**src/rtl/loop_counter_unit.sv**
```systemverilog
`default_nettype none
// +---------------------------------------------------------------------------+
// | loop_counter_unit: loop/index counter behind a cmd/resp valid-ready port;  |
// | the decrement itself comes from the external decrement_module.            |
// | Revision: 1.0                                                             |
// +---------------------------------------------------------------------------+
module loop_counter_unit #(
  parameter int WIDTH = 20
) (
  input  logic             clk,
  input  logic             rst_n,
  input  logic             cmd_valid,
  output logic             cmd_ready,
  input  logic [1:0]       cmd_op,
  input  logic [WIDTH-1:0] cmd_data,
  output logic             resp_valid,
  input  logic             resp_ready,
  output logic [WIDTH-1:0] resp_value,
  output logic             resp_zero,
  output logic             resp_underflow,
  output logic             count_zero,
  output logic [WIDTH-1:0] dec_in,
  input  logic [WIDTH-1:0] dec_out
);

  typedef enum logic [1:0] {
    S_IDLE = 2'd0,
    S_EXEC = 2'd1,
    S_RESP = 2'd2
  } state_t;

  localparam logic [1:0] OP_LOAD  = 2'b00;
  localparam logic [1:0] OP_DEC   = 2'b01;
  localparam logic [1:0] OP_READ  = 2'b10;
  localparam logic [1:0] OP_CLEAR = 2'b11;

  state_t           state_q, state_d;
  logic [1:0]       op_q, op_d;
  logic [WIDTH-1:0] data_q, data_d;
  logic [WIDTH-1:0] count_q, count_d;
  logic [WIDTH-1:0] value_q, value_d;
  logic             zero_q, zero_d;
  logic             uf_q, uf_d;

  always_comb begin
    state_d = state_q;
    op_d    = op_q;
    data_d  = data_q;
    count_d = count_q;
    value_d = value_q;
    zero_d  = zero_q;
    uf_d    = uf_q;
    case (state_q)
      S_IDLE: begin
        if (cmd_valid) begin
          op_d    = cmd_op;
          data_d  = cmd_data;
          state_d = S_EXEC;
        end
      end
      S_EXEC: begin
        case (op_q)
          OP_LOAD:  count_d = data_q;
          OP_DEC:   count_d = dec_out;
          OP_READ:  count_d = count_q;
          OP_CLEAR: count_d = '0;
        endcase
        value_d = count_d;
        zero_d  = (count_d == '0);
        // Wrap is inferred from the pre-op count, not from dec_out.
        uf_d    = (op_q == OP_DEC) && (count_q == '0);
        state_d = S_RESP;
      end
      S_RESP: begin
        if (resp_ready) state_d = S_IDLE;
      end
      default: state_d = S_IDLE;
    endcase
  end

  always_ff @(posedge clk or negedge rst_n) begin
    if (!rst_n) begin
      state_q <= S_IDLE;
      op_q    <= OP_LOAD;
      data_q  <= '0;
      count_q <= '0;
      value_q <= '0;
      zero_q  <= 1'b0;
      uf_q    <= 1'b0;
    end else begin
      state_q <= state_d;
      op_q    <= op_d;
      data_q  <= data_d;
      count_q <= count_d;
      value_q <= value_d;
      zero_q  <= zero_d;
      uf_q    <= uf_d;
    end
  end

  assign cmd_ready      = (state_q == S_IDLE);
  assign resp_valid     = (state_q == S_RESP);
  assign resp_value     = value_q;
  assign resp_zero      = zero_q;
  assign resp_underflow = uf_q;
  assign count_zero     = (count_q == '0);
  assign dec_in         = count_q;

endmodule
`default_nettype wire

```
**config.mk**
```make
export PLATFORM = sky130hd
export DESIGN_NAME = loop_counter_unit
export DESIGN_NICKNAME = d
export VERILOG_FILES = /design/src/rtl/loop_counter_unit.sv
export SDC_FILE = /design/constraint.sdc
export NUM_CORES = 1
export LEC_CHECK = 0
export BUFFER_PORTS_ARGS = -buffer_cell sky130_fd_sc_hd__buf_2
export CORE_UTILIZATION = 25
export CTS_BUF_LIST = sky130_fd_sc_hd__clkbuf_16
export CTS_CLUSTER_SIZE = 10
export DETAILED_ROUTE_END_ITERATION = 8
export PLACE_DENSITY = 0.47
export SLEW_MARGIN = 20
export SYNTH_ARGS = -nofsm -noshare
export SYNTH_HDL_FRONTEND = slang
export SYNTH_SLANG_ARGS = --single-unit
```
**constraint.sdc**
```tcl
create_clock -name clk -period 1.7 [get_ports clk]
set_clock_uncertainty 0.1 [all_clocks]
set_input_delay 0.085 -clock clk [delete_from_list [all_inputs] [get_ports clk]]
set_output_delay 0.085 -clock clk [all_outputs]
set_load 0.05 [all_outputs]
```
# Word level (Yosys, flattened, before mapping)
# Cells that the tools add are included.
# totals
output_inout_bits,45
elab_cells,25
reg_bits,46
# op_classes
muxes,5
eq_ne,7
reduce_logical,7
# op_table
operator,count
$pmux 20 s4,1
$logic_not 20->1,2
$mux 20,1
$eq 2x2->1 const B,3
$pmux 2 s3,1
$eq 2x1->1 const B,2
$logic_not 2->1,2
$mux 2,2
$reduce_and 2->1,2
$ne 2x1->1 const B,1
$ne 2x2->1 const B,1
$logic_and 1x1->1,1

# Logic depth before layout (Yosys ltp)
# Gate-level depths: netlist (run 1).
# logic_depth
word_depth,4
ltp_mapped,7
mapped_depth_nobuf,5

# Worst setup path after synthesis (run 1)
# Ideal clock, no wire load.
# synth_path
kind,register to register
start,reg state_q[1]
end,reg data_q[10]
slack_ps,-560
path_stages_with_launch,6
arrival_time_ps,2036
period_less_slack_ps,2260
t_required_ps,1475
path_cell_list,dfrtp_1 -> nor2_1 -> and2_1 -> clkbuf_1 -> buf_2 -> mux2_2
# synth_via
elab_chain_cells,2
# synth_rtl
item,line_no,rtl
"start, declared",37,"state_t state_q, state_d;"
"start signal, assigned",91,state_q <= state_d;
$logic_not 2->1,-,
via cmd_ready,13,"output logic cmd_ready,"
$reduce_and 2->1 (no line),-,
"end signal, assigned",93,data_q <= data_d;
"end, declared",39,"logic [WIDTH-1:0] data_q, data_d;"
# The timed path passes the listed nets, and every way through them passes these cells.
# A chain may end at the register's enable or synchronous reset.

# Worst setup path after layout (run 1)
# layout_path
start,reg op_q[1]
end,"reg zero_q, in the netlist resp_zero"
# layout_via
elab_chain_cells,4
word_cells_on_any_way,7
# layout_rtl
item,line_no,rtl
"start, declared",38,"logic [1:0] op_q, op_d;"
"start signal, assigned",92,op_q <= op_d;
$eq 2x2->1 (tied with other cells),62,case (op_q)
$pmux 20 s4 (*),62,
$mux 20 (*),53,case (state_q)
$logic_not 20->1 (*),69,zero_d = (count_d == '0);
"end signal, assigned",96,zero_q <= zero_d;
"end, declared",42,"logic zero_q, zero_d;"
# Every way passes the cells marked *; elsewhere a longest branch is shown, timed or not. The select of a mux whose other input is x is not followed.

==> results of run 1 <==
-- cell families (layout without fill, tap and decap cells) --
logic type,count (synthesis),after routing,synth area share [%]
simple gates,78,78,14.1
buf+inv,36,151,9.77
flops,46,46,48.6
mux,42,42,18.9
compound gates,27,27,8.61
-- final cells by class --
class	instances	area, um2
flip-flops and latches	46	1160
inverters	1	3.75
fillers	947	5660
repair buffers	142	961
well taps	111	139
clock buffers	5	125
multi-input cells	147	1110
clock inverters	3	40.0
-- worst max-delay path, delay by kind of cell, from the launching register on --
| family | cells | cell delay [ps] |
|---|---|---|
| flip-flops | 1 | 400 |
| AND/OR/NAND/NOR | 2 | 450 |
| multiplexers | 1 | 180 |
| AO/OA/AOI/OAI | 2 | 290 |
| buffers and inverters | 2 | 250 |
-- routing by layer --
layer  global-route usage [%]  vias up  share of wire, %
met5                        0        -                 0
met4                     5.09        0               1.5
met3                     3.02        9               3.5
met2                     23.2       58                47
met1                     19.7      984                48
li1                         -     1004                 -
-- registers in the layout, indices dropped and copies added, names as in the netlist --
signal,flops
resp_value,20
state_q,2
data_q,20
resp_zero,1
op_q,2
resp_underflow,1
-- worst paths after layout --
check / start / to / slack [ps]
max: op_q[1] / resp_zero / -40
min: dec_out[17] / resp_value[17] / 10
max reg2reg: op_q[1] / resp_zero / -40
min reg2reg: resp_underflow / resp_underflow / 400
max in group asynchronous: rst_n / resp_value[16] / 1010
min in group asynchronous: rst_n / resp_value[1] / 230
-- timing repair --
item	in CTS	in global routing
setup buffers	8	1
endpoints found under the hold margin	70	0
gates resized for setup	21	12
pin swaps	11	5
endpoints found under the setup margin	2	2
hold buffers	25	0
-- synthesized netlist by cell type (4+ instances only) --
| cell type | number |
|---|---|
| nand2_1 | 54 |
| dfrtp_1 | 46 |
| mux2_2 | 22 |
| buf_4 | 20 |
| mux2i_1 | 20 |
| o2bb2ai_1 | 15 |
| clkbuf_1 | 8 |
| nor4_1 | 8 |
| nor2_1 | 6 |
| buf_2 | 5 |
| o21ai_0 | 5 |
| a21oi_1 | 4 |
-- power by group through the flow --
stage | clock (mW) | combinational [mW] | sequential (mW)
final | 1.10 | 4.57 | 2.10
after global routing | 1.18 | 4.90 | 2.17
after CTS | 1.13 | 4.51 | 2.07
after detailed placement | 0 | 4.10 | 2.04
after global placement | 0 | 4.05 | 2.05
after floorplan | 0 | 2.74 | 2.56
-- stage by stage --
step | cell area, um2 | hold WS, ps
after floorplan | 2410 | -311
after global placement | 2890 | 23.4
after detailed placement | 2890 | 7.46
after CTS | 3480 | 17.1
after global routing | 3530 | 46.8
final | 3530 | 13.5
==> impl_metrics.tcl, run 1 <==
set metrics [dict create \
    status "finished, violations left" \
    violations "setup timing" \
    synth-edff-count 0 \
    fp.dieW_um 99.3 \
    initial_core_util_pct 25.8 \
    switchingPower_mw 3.77 \
    post-route-drc-count 0 \
    synth.yosys.seq_area_share_pct 48.6 \
    cts.clk_slew.worst_paths_ps 60 \
    setup_tns_ps -43.8 \
    critPathCaptureType "register" \
    tightest_slew_ps 322 \
    cpMaxStageDelayCell "dfrtp_1" \
    holdPathStages 3 \
    synth_area_um2 2370 \
    synth_top_cell_area_share_pct 48.6 \
    total_power_mw 7.76 \
    die-height_um 99.3 \
    ys_ff_latch 46 \
    vias 2055 \
    layout_setup_ws_ps -43.8 \
    hold_viol_final 0 \
    dp.cells 413 \
    wl_per_cell_um 15.0 \
    overflow 0 \
    grt_use_total_pct 14.6 \
    cp-start-kind "register" \
    htreeDepth 2 \
    cts_tree "done" \
    antenna_found_initial 0 \
    ant_nets 0 \
    required_ps 1800 \
    ctsRootBufferMaster "clkbuf_16" \
    synth_warnings 0 \
    diodes 0 \
    path_class "register to register" \
    core_um2 9200 \
    min_period_ps 1740 \
    ir_drop_v 0.000977 \
    clk_latency_ps 290 \
    ys.flop_type "dfrtp_1" \
    synth_area_leaders "dfrtp_1 49%, mux2_2 10%, nand2_1 8.6%" \
    max_freq_mhz 573 \
    swShare_pct 48.6 \
    slew_headroom_pct 78.5 \
    setup_viol 1 \
    pwr-share-comb_pct 58.8 \
    grt_pass1_vias 2017 \
    vias_per_cell 4.52 \
    clockPowerShare_pct 14.1 \
    min_period_over_period_pct 103 \
    synthesis.instances 229 \
    ff2ff_path_depth 7 \
    seq_power_share_pct 27.0 \
    powerDensity_nw_per_um2 2200 \
    drive_gt1_share_pct 49.1 \
    cp.arrival_ps 1840 \
    io_buffers 90 \
    cts_inserted_buffers 5 \
    async_reset_ff_share_pct 100 \
    area_growth_pct 49.1 \
    cts.sinks 46 \
    place_ws_ps -116 \
    p_int_mw 3.99 \
    instances_no_fill 455 \
    clk_path_buf_depth 2 \
    grt_first_pass_wirelength_mm 10.9 \
    yosysTopAreaCell "dfrtp_1" \
    layout_commonest_cell "buf_2" \
    dpl.hpwl_mm 4.95 \
    cap_violations 0 \
    synth_nets 275 \
    power.leakage_nw 1.74 \
    routed_wl_mm 6.81 \
    rsz0062_at_grt "true" \
    grt_start_max_net_pins 26 \
    final_net_count 389 \
    hold_class "input port to register" \
    drt-initial-drc-count 109 \
    gp_congestion 0.743 \
    most-common-layout-cells "89 x buf_2, 53 x nand2_1, 42 x dfrtp_1, 25 x dlygate4sd3_1, 22 x mux2_2" \
    synth.distinct_cells 23 \
    io_pins 91 \
    die_area_um2 9870 \
    slew_violations 0 \
    cpMostUsedCell "buf_6" \
    firstDrtPassIters 4 \
    max_stage_delay_ps 400 \
    fp-row-count 35 \
    syn_avg_cell_area_um2 10.3 \
    worstPathCellList "buf_6, buf_6, mux2i_2, o2bb2ai_2, nor4_2, nand4_1, o31ai_2" \
    fin_util_pct 38.4 \
    cp_max_fo 3 \
]
Note: power is estimated with default switching activity, not from simulation.
==> run 2: changes to the inputs <==
==> constraint.sdc (replaced) <==
create_clock -name clk -period 1.6 [get_ports clk]
set_clock_uncertainty 0.1 [all_clocks]
set_input_delay 0.08 -clock clk [delete_from_list [all_inputs] [get_ports clk]]
set_output_delay 0.08 -clock clk [all_outputs]
set_load 0.05 [all_outputs]
==> impl_metrics.tcl, run 2 (same netlist as run 1, synthesis figures left out) <==
set metrics [dict create \
    status "finished, violations left" \
    violations "setup timing" \
    hold_class "input port to register" \
    pwr-share-comb_pct 60.0 \
    die-height_um 99.3 \
    htreeDepth 2 \
    total_power_mw 7.95 \
    max_freq_mhz 575 \
    antenna_found_initial 0 \
    required_ps 1690 \
    area_growth_pct 46.4 \
    cap_violations 0 \
    dpl.hpwl_mm 4.67 \
    cp-start-kind "register" \
    io_pins 91 \
    setup_tns_ps -209 \
    crit_buf_inv 1 \
    cts.clk_slew.worst_paths_ps 60 \
    cts_tree "done" \
    cp_top_family "simple AND/OR/NAND/NOR gates" \
    grt_start_max_net_pins 47 \
    swShare_pct 49.7 \
    io_buffers 90 \
    tightest_slew_ps 603 \
    most-common-layout-cells "89 x buf_2, 53 x nand2_1, 29 x dfrtp_1, 24 x dlygate4sd3_1, 22 x mux2_2" \
    diodes 0 \
    final_net_count 386 \
    min_period_over_period_pct 109 \
    max_stage_delay_ps 410 \
    fp.dieW_um 99.3 \
    initial_core_util_pct 25.8 \
    fillers 942 \
    gp_congestion 0.745 \
    drt-initial-drc-count 64 \
    slew_violations 0 \
    ir_drop_v 0.000888 \
    min_period_ps 1740 \
    firstDrtPassIters 4 \
    grt_use_total_pct 14.2 \
    slew_headroom_pct 59.8 \
    power.leakage_nw 1.69 \
    clk_path_buf_depth 2 \
    post-route-drc-count 0 \
    seq_power_share_pct 27.6 \
    routed_wl_mm 6.63 \
    vias 2042 \
    ant_nets 0 \
    cpMaxStageDelayCell "dfrtp_1" \
    powerDensity_nw_per_um2 2290 \
    layout_commonest_cell "buf_2" \
    overflow 0 \
    cp.arrival_ps 1830 \
    core_um2 9200 \
    layout_setup_ws_ps -140 \
    worstPathCellList "buf_12, mux2i_1, o2bb2ai_1, nor4_2, nand4_1, o31ai_2" \
    setup_viol 2 \
    cp_max_fo 13 \
    cts_inserted_buffers 5 \
    grt_first_pass_wirelength_mm 10.7 \
    vias_per_cell 4.52 \
    die_area_um2 9870 \
    p_int_mw 4.00 \
    cts.sinks 46 \
    hold_viol_final 0 \
    clk_latency_ps 280 \
    path_class "register to register" \
    switchingPower_mw 3.95 \
    grt_pass1_vias 1978 \
    clockPowerShare_pct 12.4 \
    rsz0062_at_grt "true" \
    wl_per_cell_um 14.7 \
    ctsRootBufferMaster "clkbuf_16" \
    critPathCaptureType "register" \
    fp-row-count 35 \
    drive_gt1_share_pct 51.3 \
]
run 2: cell types whose count changed in the layout (fill, tap and decap cells not counted), moves of 2 or more:
cell,previous run,this run
buf_4,19,21
buf_6,6,1
dfrtp_1,42,29
dfrtp_2,4,17
mux2i_1,18,20
mux2i_2,2,0
nor4_2,3,5
o2bb2ai_1,12,14
o2bb2ai_2,3,1
run 2: cell type report:
class | instances | area (um2) | area share (%)
tap | 111 | 139 | 4.01
multi-input combinational | 148 | 1100 | 31.9
clock inverter | 3 | 12.5 | 0.361
timing repair buffer | 138 | 910 | 26.2
clock buffer | 5 | 125 | 3.61
inverter | 1 | 3.75 | 0.108
sequential | 46 | 1170 | 33.8
run 2: worst reg2reg max path: cells and delay by family, from the launching register on:
family	cells	cell delay, ps
AOI/OAI and AO/OA	2	280
buffers and inverters	1	170
DFF	1	410
muxes	1	190
and+or+nand+nor	2	500
run 2: final timing paths:
path	startpoint	to	slack [ps]	cells after the start
min in group asynchronous	rst_n	resp_value[1]	330	3
worst min register to register	resp_underflow	resp_underflow	400	2
worst max register to register	op_q[1]	resp_zero	-140	6
worst min-delay path	dec_out[17]	resp_value[17]	10	3
worst max-delay path	op_q[1]	resp_zero	-140	6
max in group asynchronous	rst_n	resp_value[13]	620	3
run 2: power groups by stage:
stage	clock (mW)	sequential, mW	combinational [mW]
5_1_grt	1.07	2.29	5.12
6_report	0.986	2.20	4.77
3_5_place_dp	0	2.16	4.43
4_1_cts	1.02	2.20	4.68
3_3_place_gp	0	2.16	4.41
2_1_floorplan	0	2.76	2.95
run 2: metal layers:
| layer | GRT usage [%] | wire [um] | vias to the layer above |
|---|---|---|---|
| li1 | - | - | 1000 |
| met1 | 19.6 | 3180 | 976 |
| met2 | 22.8 | 3100 | 62 |
| met3 | 2.53 | 285 | 4 |
| met4 | 3.96 | 66 | 0 |
| met5 | 0 | 0 | - |
run 2: what timing repair did:
item,CTS,global route
endpoints found under the setup margin,7,3
resized for setup,14,8
pin swaps,2,6
hold endpoints to repair,69,0
hold buffers,24,0
cloned,1,0
buffers inserted,1,3
run 2: per-stage QoR:
stage	cells	hold WS [ps]	setup WS, ps	instance area [um2]	util, %
after floorplan	229	-316	-99.2	2440	-
after CTS	449	12.2	-154	3400	37.0
after global routing	452	28.7	-238	3470	37.7
after global placement	415	126	-212	2930	31.9
final	452	14.7	-140	3470	37.7
after detailed placement	415	124	-253	2930	31.9
==> run 3: changes to the inputs <==
--- a/config.mk
+++ b/config.mk
@@ -6,11 +6,13 @@
 export NUM_CORES = 1
 export LEC_CHECK = 0
 export BUFFER_PORTS_ARGS = -buffer_cell sky130_fd_sc_hd__buf_2
+export CELL_PAD_IN_SITES_DETAIL_PLACEMENT = 0
+export CELL_PAD_IN_SITES_GLOBAL_PLACEMENT = 1
 export CORE_UTILIZATION = 25
 export CTS_BUF_LIST = sky130_fd_sc_hd__clkbuf_16
 export CTS_CLUSTER_SIZE = 10
 export DETAILED_ROUTE_END_ITERATION = 8
-export PLACE_DENSITY = 0.47
+export PLACE_DENSITY = 0.59
 export SLEW_MARGIN = 20
 export SYNTH_ARGS = -nofsm -noshare
 export SYNTH_HDL_FRONTEND = slang
==> impl_metrics.tcl, run 3 (same netlist as run 1, synthesis figures left out) <==
set metrics [dict create \
    power.leakage_nw 1.69 \
    cts_tree "done" \
    grt_first_pass_wirelength_mm 10.6 \
    min_period_over_period_pct 111 \
    cts.sinks 46 \
    io_buffers 90 \
    overflow 0 \
    path_class "register to register" \
    vias_per_cell 4.45 \
    cp_top_family "simple AND/OR/NAND/NOR gates" \
    critPathCaptureType "register" \
    dpl.hpwl_mm 4.81 \
    most-common-layout-cells "89 x buf_2, 53 x nand2_1, 29 x dfrtp_1, 24 x dlygate4sd3_1, 22 x mux2_2" \
    hold_viol_final 0 \
    status "finished, violations left" \
    routed_wl_mm 6.71 \
    postPlaceCellArea_um2 2980 \
    htreeDepth 2 \
    vias 2001 \
    wl_per_cell_um 14.9 \
    rsz0062_at_grt "true" \
    slew_violations 0 \
    worstPathCellList "buf_12, mux2i_1, o2bb2ai_1, nor4_2, nand4_1, o31ai_2" \
    core_um2 9200 \
    max_stage_delay_ps 430 \
    setup_tns_ps -274 \
    gp_congestion 0.742 \
    max_freq_mhz 565 \
    total_power_mw 7.90 \
    clk_latency_ps 280 \
    slew_headroom_pct 76.3 \
    layout_commonest_cell "buf_2" \
    area_growth_pct 45.4 \
    post-route-drc-count 0 \
    instances_no_fill 450 \
    setup_viol 2 \
    initial_core_util_pct 25.8 \
    die_area_um2 9870 \
    fp.dieW_um 99.3 \
    fp-row-count 35 \
    final_area_um2 3440 \
    cts.clk_slew.worst_paths_ps 60 \
    cp-start-kind "register" \
    cts_inserted_buffers 5 \
    ant_nets 0 \
    die-height_um 99.3 \
    dp.cells 418 \
    violations "setup timing" \
    final_net_count 384 \
    cpMaxStageDelayCell "dfrtp_1" \
    drive_gt1_share_pct 50.4 \
    post-cts-setup-buffers 0 \
    diodes 0 \
    fin_util_pct 37.5 \
    layout_setup_ws_ps -169 \
    tightest_slew_ps 353 \
    grt_pass1_vias 1995 \
    hold_class "input port to register" \
    cap_violations 0 \
    firstDrtPassIters 4 \
    crit_buf_inv 1 \
    min_period_ps 1770 \
    fillers 932 \
    drt-initial-drc-count 48 \
    ctsRootBufferMaster "clkbuf_16" \
    clk_path_buf_depth 2 \
    cp.arrival_ps 1870 \
    powerDensity_nw_per_um2 2290 \
    required_ps 1700 \
    cp_max_fo 11 \
    grt_use_total_pct 14.1 \
    grt_start_max_net_pins 47 \
    ir_drop_v 0.000948 \
    antenna_found_initial 0 \
    io_pins 91 \
]
run 3: cell count changes in the layout (fill, tap and decap cells not counted), sizes merged:
| cell | delta |
|---|---|
| nor2b | -1 |
| buf | -1 |
run 3: path summary, 6_finish.rpt:
check / from / to / slack [ps] / cells after the start
worst max-delay path: op_q[1] / resp_zero / -170 / 6
worst min-delay path: dec_out[15] / resp_value[15] / 9 / 3
worst max register to register: op_q[1] / resp_zero / -170 / 6
worst min register to register: resp_underflow / resp_underflow / 370 / 2
max in group asynchronous: rst_n / resp_value[18] / 950 / 3
min in group asynchronous: rst_n / data_q[8] / 210 / 3
run 3: cell type report:
class	count	area, um2	share of cell area, %
Sequential cell	46	1170	34.0
Inverter	1	3.75	0.109
Multi-Input combinational cell	147	1080	31.4
Timing Repair Buffer	137	911	26.4
Clock buffer	5	125	3.63
Tap cell	111	139	4.03
Clock inverter	3	12.5	0.363
run 3: report_power, final:
group	internal (mW)	switching [mW]	total, mW
Clock	0.565	0.430	0.995
Sequential	1.71	0.478	2.19
Combinational	1.69	3.03	4.71
Total	3.96	3.94	7.90
run 3: per-stage QoR:
step	setup slack [ps]	hold WS [ps]
CTS	-164	5.38
global placement	-191	-12.3
detailed placement	-202	-12.1
global route	-324	34.8
floorplan	-99.2	-316
finish	-169	9.39
run 3: repair_timing:
action | in CTS | in global routing
resized for setup | 12 | 4
hold buffers | 24 | 0
pin swaps | 2 | 3
endpoints found under the hold margin | 69 | 0
setup endpoints to repair | 2 | 2
run 3: tightest hold or removal path, delay by kind of cell:
kind / cells / cell delay, ps
buffers and inverters: 1 / 80
AO/OA/AOI/OAI: 2 / 200
run 3: routing by layer:
| layer | GRT usage (%) | vias up | share of wire, % |
|---|---|---|---|
| met1 | 19.6 | 945 | 50 |
| li1 | - | 992 | - |
| met4 | 3.39 | 0 | 0.72 |
| met3 | 2.88 | 4 | 3.8 |
| met2 | 22.5 | 60 | 45 |
| met5 | 0 | - | 0 |
